==> config.mk <==
export PLATFORM = sky130hd
export DESIGN_NAME = temp_sample_scheduler
export DESIGN_NICKNAME = d
export VERILOG_FILES = /design/src/rtl/temp_sample_scheduler.sv
export SDC_FILE = /design/constraint.sdc
export NUM_CORES = 1
export LEC_CHECK = 0
export CAP_MARGIN = 0
export CORE_MARGIN = 3
export CORE_UTILIZATION = 44
export DETAILED_ROUTE_END_ITERATION = 8
export GPL_TIMING_DRIVEN = 0
export PLACE_DENSITY = 0.7
export SKIP_CTS_REPAIR_TIMING = 1
export SYNTH_ARGS = -nofsm -noshare
export SYNTH_HDL_FRONTEND = slang
export SYNTH_SLANG_ARGS = --single-unit
==> constraint.sdc <==
create_clock -name clk -period 4.83 [get_ports clk]
set_clock_uncertainty 0.15 [all_clocks]
set_input_delay 0.483 -clock clk [delete_from_list [all_inputs] [get_ports clk]]
set_output_delay 0.483 -clock clk [all_outputs]
set_load 0.1 [all_outputs]
==> src/rtl/temp_sample_scheduler.sv <==
// Periodic round-robin scheduler presenting enabled sensor channels to the
// averager over valid/ready; counts rounds dropped because the last one was still running.
//
// Ports:
//   clk, rst       - clock, synchronous active-low reset
//   ch_en          - per-channel enable mask, latched at round start
//   temp_in        - packed samples, ch k at [k*DATA_W +: DATA_W]
//   out_valid      - sample valid towards the averager
//   out_ready      - averager accepts the sample
//   out_data       - presented sample
//   out_ch         - channel index of out_data
//   busy           - round in progress
//   round_done     - pulse after the last handshake of a round
//   overrun        - pulse when a tick arrives while busy
//   overrun_cnt    - saturating overrun count
module temp_sample_scheduler #(
   parameter int NUM_CH   = 4,
   parameter int DATA_W   = 9,
   parameter int PERIOD   = 50_000_000,
   parameter int PERIOD_W = 26,
   localparam int CH_W    = $clog2(NUM_CH)
) (
   input  logic                     clk,
   input  logic                     rst,
   input  logic [NUM_CH-1:0]        ch_en,
   input  logic [NUM_CH*DATA_W-1:0] temp_in,
   output logic                     out_valid,
   input  logic                     out_ready,
   output logic [DATA_W-1:0]        out_data,
   output logic [CH_W-1:0]          out_ch,
   output logic                     busy,
   output logic                     round_done,
   output logic                     overrun,
   output logic [7:0]               overrun_cnt
);

   typedef enum logic [1:0] {
      IDLE,
      SELECT,
      PRESENT
   } state_t;

   state_t              state_q, state_d;
   logic [PERIOD_W-1:0] cnt_q, cnt_d;
   logic [CH_W-1:0]     ptr_q, ptr_d;
   logic [NUM_CH-1:0]   en_q, en_d;
   logic                valid_q, valid_d;
   logic [DATA_W-1:0]   data_q, data_d;
   logic [CH_W-1:0]     ch_q, ch_d;
   logic                done_q, done_d;
   logic                ovr_q, ovr_d;
   logic [7:0]          ovr_cnt_q, ovr_cnt_d;
   logic                tick;
   logic                last;

   always_comb begin
      tick      = (cnt_q == PERIOD_W'(PERIOD - 1));
      cnt_d     = tick ? '0 : cnt_q + 1'b1;
      last      = (ptr_q == CH_W'(NUM_CH - 1));
      state_d   = state_q;
      ptr_d     = ptr_q;
      en_d      = en_q;
      valid_d   = valid_q;
      data_d    = data_q;
      ch_d      = ch_q;
      done_d    = 1'b0;
      unique case (state_q)
         IDLE: begin
            if (tick && (|ch_en)) begin
               en_d    = ch_en;
               ptr_d   = '0;
               state_d = SELECT;
            end
         end
         SELECT: begin
            if (en_q[ptr_q]) begin
               data_d  = temp_in[ptr_q*DATA_W +: DATA_W];
               ch_d    = ptr_q;
               valid_d = 1'b1;
               state_d = PRESENT;
            end else if (last) begin
               state_d = IDLE;
               done_d  = 1'b1;
            end else begin
               ptr_d = ptr_q + 1'b1;
            end
         end
         PRESENT: begin
            if (out_ready) begin
               valid_d = 1'b0;
               if (last) begin
                  state_d = IDLE;
                  done_d  = 1'b1;
               end else begin
                  ptr_d   = ptr_q + 1'b1;
                  state_d = SELECT;
               end
            end
         end
         default: state_d = IDLE;
      endcase
      // Registered overrun: look one cycle ahead so the pulse lands
      // on the very cycle the tick meets a busy FSM.
      ovr_d     = (cnt_d == PERIOD_W'(PERIOD - 1)) && (state_d != IDLE);
      ovr_cnt_d = ovr_cnt_q;
      if (ovr_d && (ovr_cnt_q != 8'hFF))
         ovr_cnt_d = ovr_cnt_q + 8'd1;
   end

   always_ff @(posedge clk) begin
      if (!rst) begin
         state_q   <= IDLE;
         cnt_q     <= '0;
         ptr_q     <= '0;
         en_q      <= '0;
         valid_q   <= 1'b0;
         data_q    <= '0;
         ch_q      <= '0;
         done_q    <= 1'b0;
         ovr_q     <= 1'b0;
         ovr_cnt_q <= '0;
      end else begin
         state_q   <= state_d;
         cnt_q     <= cnt_d;
         ptr_q     <= ptr_d;
         en_q      <= en_d;
         valid_q   <= valid_d;
         data_q    <= data_d;
         ch_q      <= ch_d;
         done_q    <= done_d;
         ovr_q     <= ovr_d;
         ovr_cnt_q <= ovr_cnt_d;
      end
   end

   assign out_valid   = valid_q;
   assign out_data    = data_q;
   assign out_ch      = ch_q;
   assign busy        = (state_q != IDLE);
   assign round_done  = done_q;
   assign overrun     = ovr_q;
   assign overrun_cnt = ovr_cnt_q;

endmodule

==> reports/metrics.yaml, run 1 <==
timing:
  rsz0062_at_grt: "false"
  finalCritPeriodShare_pct: 74.4
  fmax_ghz: 0.278
  finalHoldViolCount: 0
  relSlewSlack_pct: 33.8
  whs_ns: 0.314
  setup_tns_ns: 0
  drv_slew: 0
  layout_min_cycle_time_ns: 3.59
  setup_slack_ns: 1.24
  tightest_slew_ns: 0.990
  setup_viol: 0
synth:
  ys_ff_latch: 56
  synthCells: 383
  avgSynthCellArea_sq_um: 8.77
  netlist_area_sq_um: 3360
  synthDistinctLibCells: 61
  synth_edf_count: 0
  async_reset_ff_share_pct: 0
  synth_fp_nets: 433
  ys_seq_area_share_pct: 33.4
  synth-main-ff-cell: "dfxtp_1"
  yosysWarnings: 0
floorplan:
  start_util_pct: 45.8
  dieWidth_um: 93.4
  die_h_um: 93.4
  rows: 31
  core_sq_um: 7330
  die_area_sq_um: 8720
  pin_count: 66
detailed_routing:
  wl_per_cell_um: 14.5
  drc_errors: 0
  vias: 3017
  ant_nets: 0
  wl_mm: 8.02
  drt-initial-drc-count: 148
  drtPass1Iterations: 4
  viasPerCell: 5.44
clocking:
  cts_max_path_buffers: 2
  cts_root_buffer: "clkbuf_8"
  cts_tree: "built"
  h-tree-depth: 2
  cts_buffers: 5
  clock_sinks: 56
  clk_pin_slew_ns: 0.11
  clk_latency_ns: 0.31
global_routing:
  grt-ovfl-total: 0
  grt_max_degree: 19
  grtUsageTotal_pct: 19.1
  antenna_found_initial: 0
  grt_pass1_wl_mm: 13.5
  grt_pass1_vias: 2845
place:
  pre_cts_ws_ns: 1.28
  io_buffers: 65
  gp_congestion: 0.860
  dpl.hpwl_mm: 6.20
min_path:
  worst_hold_path_type: "reg -> reg"
final_layout:
  nNetsFinal: 505
  insertedDiodeCount: 0
  final_common_cell: "clkdlybuf4s50_1"
  post-route-util_pct: 57.6
  area_growth_pct: 25.7
  final_layout_size_suffix_gt1_share_pct: 9.87
  final_cell_mix: "65 x clkdlybuf4s50_1, 56 x dfxtp_1, 54 x nor2_1, 33 x nand2_1, 21 x mux2i_1"
outcome:
  status: "finished, final reports clean"
power_and_ir_drop:
  ir_drop_mv: 0.137
  power-per-cell-area_nw_per_um2: 186
  p_leak_nw: 1.42
  p_total_mw: 0.787
setup_path:
  path_class: "reg -> reg"
  crit_required_ns: 4.93
  critPathCaptureType: "flip-flop"
  crit_arrival_ns: 3.69
  crit_fanout: 10
  cp-start-kind: "flip-flop"
job:
  drv_cap: 0
## layer usage
layer  wire, um  vias up  track usage (%)
met5          0        -                0
met4        103        0             4.88
met3        421        8             3.46
met2       3970       69             31.9
met1       3530     1419             25.4
li1           -     1521                -
## registers in the layout, indices dropped and copies added, names as in the netlist
name	cells
round_done	1
state_q	2
ptr_q	2
out_valid	1
cnt_q	26
out_data	9
overrun	1
overrun_cnt	8
out_ch	2
en_q	4
## power breakdown
group	switching (mW)	internal [mW]	leakage, nW
Sequential	0.00228	0.464	0.451
Combinational	0.0231	0.0403	0.927
Clock	0.155	0.103	0.0445
Total	0.180	0.607	1.42
## critical path, cell delays in order, from the launching register on
cell      delay (ns)
dfxtp_1         0.46
ha_1            0.18
buf_2           0.23
nand3_4         0.13
or4_4           0.53
buf_6           0.15
o31ai_1         0.25
a221oi_1        0.14
or4_4           0.57
buf_6           0.16
nor4_1          0.37
mux2i_1         0.21
## final timing paths
| kind | startpoint | to | slack, ns | cells after the start |
|---|---|---|---|---|
| max | cnt_q[0] | overrun_cnt[3] | 1.24 | 11 |
| min | out_ch[1] | out_ch[1] | 0.31 | 2 |
| max reg2reg | cnt_q[0] | overrun_cnt[3] | 1.24 | 11 |
| min reg2reg | out_ch[1] | out_ch[1] | 0.31 | 2 |
## cells in the mapped netlist, drive strengths merged (2+ instances only)
master | count | share of area [%]
dfxtp | 56 | 33
nor2 | 54 | 6.0
nand2 | 33 | 3.7
mux2i | 21 | 6.3
nand3 | 18 | 3.2
xnor2 | 16 | 4.2
buf | 15 | 2.6
a21oi | 11 | 1.6
clkbuf | 11 | 1.2
inv | 10 | 1.1
mux4 | 10 | 6.7
nor3 | 10 | 1.8
nor4 | 10 | 2.7
o21ai | 10 | 1.5
xor2 | 10 | 2.6
or4 | 8 | 2.0
ha | 7 | 2.6
or3 | 7 | 1.3
and3 | 6 | 1.1
nand2b | 6 | 1.1
nand4 | 6 | 1.1
o31ai | 5 | 1.1
and2 | 4 | 0.74
or2 | 4 | 0.74
nand4b | 3 | 0.78
nor4b | 3 | 0.97
a2111o | 2 | 0.67
a211oi | 2 | 0.45
and3b | 2 | 0.52
o2111ai | 2 | 0.52
o311ai | 2 | 0.52
o31a | 2 | 0.52
## cell families after synthesis
group	count (synthesis)	synth area share (%)
AND/OR/NAND/NOR	180	29.4
flip-flops	56	33.4
AO/OA/AOI/OAI	46	9.80
buffers and inverters	37	5.07
multiplexers	31	13.0
XOR/XNOR	26	6.78
adder cells (fa/ha/maj)	7	2.61
## metrics by stage
stage | area, sq um | std cells
final | 4220 | 555
after global routing | 4220 | 555
after CTS | 4220 | 555
after detailed placement | 4130 | 547
after global placement | 4130 | 547
after floorplan | 3360 | 383
## final cells by class
| class | count | area, sq um |
|---|---|---|
| tap | 99 | 124 |
| timing repair buffer | 65 | 651 |
| clock inverter | 3 | 21.3 |
| inverter | 11 | 41.3 |
| clock buffer | 5 | 68.8 |
| sequential | 56 | 1120 |
| buffer | 26 | 129 |
| multi-input combinational | 290 | 2070 |
| fill | 653 | 3110 |
Power figures use the tool's default switching activity.
==> run 2, diff against run 1 <==
clock period = 3.49 ns   (was 4.83 ns; I/O delays follow)
==> run 2 against run 1 <==
Against the previous run: combinational power grew 40%; routed wire length rose by 0.96%; cell area rose by 1.3%; critical path depth stayed put; register-to-register slack lost 1.1 ns; via count increased by 0.43%; power increased by 39%; worst setup slack lost 1.1 ns; sequential power grew 38%; first-iteration DRC count decreased by 17%; hold slack barely moved; critical endpoint is now overrun_cnt[6].
==> reports/metrics.yaml, run 2 (synthesized netlist as in run 1, its figures left out) <==
detailed_routing:
  vias: 3030
  viasPerCell: 5.46
  drtPass1Iterations: 4
  drc_errors: 0
  ant_nets: 0
  drt-initial-drc-count: 123
  wl_per_cell_um: 14.6
  wl_mm: 8.10
final_layout:
  insertedDiodeCount: 0
  regMostFlops: "cnt_q"
  final_cell_mix: "65 x clkdlybuf4s50_1, 54 x nor2_1, 54 x dfxtp_1, 33 x nand2_1, 21 x mux2i_1"
  area_growth_pct: 27.4
  final_area_sq_um: 4280
  nNetsFinal: 505
  final_common_cell: "clkdlybuf4s50_1"
  final.fill_count: 641
  post-route-util_pct: 58.4
  largest_reg_flops: 26
  fin_cells: 555
  final_layout_size_suffix_gt1_share_pct: 11.2
clocking:
  h-tree-depth: 2
  cts_max_path_buffers: 2
  cts_root_buffer: "clkbuf_8"
  clk_pin_slew_ns: 0.11
  cts_tree: "built"
  clock_sinks: 56
  cts_buffers: 5
  clk_latency_ns: 0.31
global_routing:
  grt_max_degree: 19
  grt_pass1_wl_mm: 13.5
  grt_pass1_vias: 2845
  grtUsageTotal_pct: 19.1
  antenna_found_initial: 0
  grt-ovfl-total: 0
power_and_ir_drop:
  p_sw_mw: 0.253
  ir_drop_mv: 0.192
  p_total_mw: 1.09
  power-per-cell-area_nw_per_um2: 255
  combPwrFrac_pct: 8.1
  seqPwrFrac_pct: 59.0
  p_leak_nw: 1.46
  power.share.clock_pct: 32.9
  p_int_mw: 0.841
  swShare_pct: 23.1
floorplan:
  die_h_um: 93.4
  pin_count: 66
  dieWidth_um: 93.4
  core_sq_um: 7330
  start_util_pct: 45.8
  die_area_sq_um: 8720
  rows: 31
job:
  drv_cap: 0
setup_path:
  critPathCaptureType: "flip-flop"
  path_class: "reg -> reg"
  cp-start-kind: "flip-flop"
  crit_required_ns: 3.60
  crit_fanout: 10
  crit_arrival_ns: 3.50
timing:
  finalCritPeriodShare_pct: 97.0
  finalHoldViolCount: 0
  drv_slew: 0
  tightest_slew_ns: 0.990
  layout_min_cycle_time_ns: 3.39
  fmax_ghz: 0.295
  rsz0062_at_grt: "true"
  setup_viol: 0
  relSlewSlack_pct: 33.8
min_path:
  worst_hold_path_type: "reg -> reg"
place:
  io_buffers: 65
  dpl.hpwl_mm: 6.20
  place_area_sq_um: 4130
  gp_congestion: 0.860
  place_inst: 547
outcome:
  status: "finished, final reports clean"
==> run 2: cell counts in the layout (fill, tap and decap cells not counted) <==
Identical to the previous run, type by type.
==> run 2: stage by stage <==
step | setup slack (ns) | TNS (ns) | hold slack [ns]
after CTS | -0.0834 | -0.137 | 0.318
after global routing | 0.0107 | 0 | 0.337
after global placement | -0.0138 | -0.0143 | 0.300
after floorplan | 0.202 | 0 | 0.305
after detailed placement | -0.0589 | -0.0871 | 0.303
final | 0.103 | 0 | 0.314
==> run 2: worst paths after layout <==
check	startpoint	to	slack, ns	cells after the start
setup / recovery	cnt_q[0]	overrun_cnt[6]	0.10	11
hold / removal	out_ch[1]	out_ch[1]	0.31	2
hold reg to reg	out_ch[1]	out_ch[1]	0.31	2
setup reg to reg	cnt_q[0]	overrun_cnt[6]	0.10	11
==> run 2: worst max-delay path: stages, from the launching register on <==
cell and delay (ns):
dfxtp_4 0.39, ha_1 0.14, buf_4 0.18, nand3_4 0.11
or4_4 0.53, buf_6 0.15, o31ai_1 0.24, a221oi_1 0.14
or4_4 0.58, buf_6 0.17, or4_1 0.49, nand2_1 0.07
==> run 2: layout make-up <==
| class | count | area (sq um) | share of cell area (%) |
|---|---|---|---|
| multi-input combinational | 290 | 2120 | 49.5 |
| sequential | 56 | 1130 | 26.3 |
| timing repair buffer | 65 | 651 | 15.2 |
| buffer | 26 | 131 | 3.07 |
| tap | 99 | 124 | 2.89 |
| clock buffer | 5 | 68.8 | 1.61 |
| inverter | 11 | 41.3 | 0.965 |
| clock inverter | 3 | 21.3 | 0.497 |
==> run 2: routing by layer <==
metal	wire, um	GRT usage [%]	share of wire [%]	vias to the layer above
li1	-	-	-	1512
met1	3610	25.4	45	1442
met2	4020	31.9	50	67
met3	381	3.46	4.7	9
met4	93	4.88	1.1	0
met5	0	0	0	-
==> run 2: power groups by stage <==
stage / registers [mW] / clock network, mW / logic, mW
detailed placement: 0.659 / 0 / 0.0882
CTS: 0.645 / 0.375 / 0.0887
global route: 0.646 / 0.411 / 0.0964
floorplan: 0.659 / 0 / 0.0305
finish: 0.645 / 0.360 / 0.0887
global placement: 0.659 / 0 / 0.0859
==> run 3, diff against run 2 <==
RECOVER_POWER = 100   (was default)
SETUP_SLACK_MARGIN = 0.1   (was default)
==> run 3 against run 2 <==
Against the previous run: highest routed layer unchanged; first-iteration DRC count increased by 13%; cell count grew 0.54%; via count increased by 0.83%.
==> reports/metrics.yaml, run 3 (synthesized netlist as in run 1, its figures left out) <==
final_layout:
  insertedDiodeCount: 0
  nNetsFinal: 508
  largest_reg_flops: 26
  area_growth_pct: 29.1
  regMostFlops: "cnt_q"
  final_cell_mix: "54 x nor2_1, 54 x dfxtp_1, 41 x clkdlybuf4s50_1, 33 x nand2_1, 24 x dlygate4sd3_1"
  final_layout_size_suffix_gt1_share_pct: 12.4
  post-route-util_pct: 59.1
setup_path:
  critical_path.slowest_cell: "or4_1"
  crit_family: "simple AND/OR/NAND/NOR gates"
  path_class: "reg -> reg"
  r2r_end: "overrun_cnt[1]"
  r2r_setup_slack_ns: 0.18
  crit_fanout: 10
  critical_path.cell_chain: "ha_1 > buf_6 > nand3_4 > or4_1 > buf_6 > nor3_4 > a2bb2o_4 > or4_4 > buf_6 > nor4_2 > mux2i_1"
  critPathCaptureType: "flip-flop"
  cp-start-kind: "flip-flop"
  cpMostUsedCell: "buf_6"
  crit_arrival_ns: 3.41
  r2r-start: "cnt_q[0]"
  worst_r2r_path_depth: 11
  crit_required_ns: 3.59
  worst-path-buf-inv: 3
  slowest_delay_ns: 0.54
min_path:
  whs_path_depth: 2
  worst_hold_path_type: "reg -> reg"
  hold_end: "out_ch[1]"
  hp-start: "out_ch[1]"
power_and_ir_drop:
  p_int_mw: 0.843
  power.share.clock_pct: 32.9
  p_sw_mw: 0.254
  power-per-cell-area_nw_per_um2: 253
  ir_drop_mv: 0.192
  combPwrFrac_pct: 8.4
  p_leak_nw: 1.58
  swShare_pct: 23.2
  seqPwrFrac_pct: 58.7
timing:
  drv_slew: 0
  fmax_ghz: 0.302
  relSlewSlack_pct: 33.1
  tightest_slew_ns: 1.00
  finalHoldViolCount: 0
  rsz0062_at_grt: "false"
  layout_min_cycle_time_ns: 3.31
  setup_slack_ns: 0.175
  finalCritPeriodShare_pct: 95.0
  setup_viol: 0
detailed_routing:
  drtPass1Iterations: 4
  viasPerCell: 5.47
  drc_errors: 0
  drt-initial-drc-count: 139
  ant_nets: 0
  vias: 3055
  wl_per_cell_um: 14.7
  wl_mm: 8.20
clocking:
  cts_root_buffer: "clkbuf_8"
  h-tree-depth: 2
  cts_max_path_buffers: 2
  clk_latency_ns: 0.31
  cts_buffers: 5
  cts_tree: "built"
  clock_sinks: 56
  clk_pin_slew_ns: 0.11
place:
  gp_congestion: 0.860
  io_buffers: 65
  pre_cts_ws_ns: -0.0589
  dpl.hpwl_mm: 6.20
floorplan:
  dieWidth_um: 93.4
  die_area_sq_um: 8720
  pin_count: 66
  core_sq_um: 7330
  die_h_um: 93.4
  rows: 31
  start_util_pct: 45.8
job:
  drv_cap: 0
global_routing:
  grtUsageTotal_pct: 19.1
  grt_pass1_vias: 2845
  antenna_found_initial: 0
  grt_max_degree: 19
  grt_pass1_wl_mm: 13.5
  grt-ovfl-total: 0
outcome:
  status: "finished, final reports clean"
-- run 3: cell types whose count changed in the layout (fill, tap and decap cells not counted), moves of 2 or more --
| cell | delta |
|---|---|
| dlygate4sd3_1 | +24 |
| buf_4 | +2 |
| clkdlybuf4s50_1 | -24 |
| nor4_2 | +2 |
| and2_1 | -3 |
| buf_1 | -2 |
| and2_0 | +3 |
-- run 3: worst max-delay path by stage --
| stage | from | to | slack [ns] | depth (start not counted) |
|---|---|---|---|---|
| finish | cnt_q[0] | overrun_cnt[1] | 0.18 | 11 |
| floorplan | cnt_q[0] | overrun_cnt[6] | 0.20 | 11 |
| global placement | cnt_q[0] | overrun_cnt[3] | -0.01 | 11 |
| CTS | cnt_q[0] | overrun_cnt[3] | -0.08 | 11 |
| global route | cnt_q[0] | overrun_cnt[0] | 0.08 | 11 |
| detailed placement | cnt_q[0] | overrun_cnt[3] | -0.06 | 11 |
-- run 3: layer usage --
metal  vias to the layer above  global-route usage (%)  share of wire [%]
met5                         -                       0                  0
met4                         0                    4.88                1.5
met3                        11                    3.46                4.6
met2                        64                    31.9                 49
met1                      1452                    25.4                 45
li1                       1528                       -                  -
-- run 3: area by class of cell --
type	count	area (sq um)
plain buffers	26	136
clock buffers	5	68.8
clock inverters	3	21.3
fillers	634	3000
inverters	11	41.3
multi-input cells	290	2140
flip-flops and latches	56	1130
well taps	99	124
repair buffers	68	673
-- run 3: worst register-to-register path, cell delays in order, from the launching register on --
cell and delay [ns]:
dfxtp_4 0.39, ha_1 0.16, buf_6 0.11, nand3_4 0.09
or4_1 0.54, buf_6 0.16, nor3_4 0.18, a2bb2o_4 0.23
or4_4 0.52, buf_6 0.16, nor4_2 0.34, mux2i_1 0.22
-- run 3: power groups by stage --
stage	registers, mW	logic [mW]	clock network [mW]
6_report	0.645	0.0919	0.361
5_1_grt	0.645	0.0999	0.411
4_1_cts	0.645	0.0887	0.375
3_5_place_dp	0.659	0.0882	0
3_3_place_gp	0.659	0.0859	0
2_1_floorplan	0.659	0.0305	0
-- run 3: metrics by stage --
step / area [sq um] / hold slack, ns / TNS [ns] / cells / power (mW)
6_report: 4340 / 0.312 / 0 / 558 / 1.10
3_5_place_dp: 4130 / 0.303 / -0.0871 / 547 / 0.748
2_1_floorplan: 3360 / 0.305 / 0 / 383 / 0.689
5_1_grt: 4340 / 0.335 / 0 / 558 / 1.16
4_1_cts: 4220 / 0.318 / -0.137 / 555 / 1.11
3_3_place_gp: 4130 / 0.300 / -0.0143 / 547 / 0.745
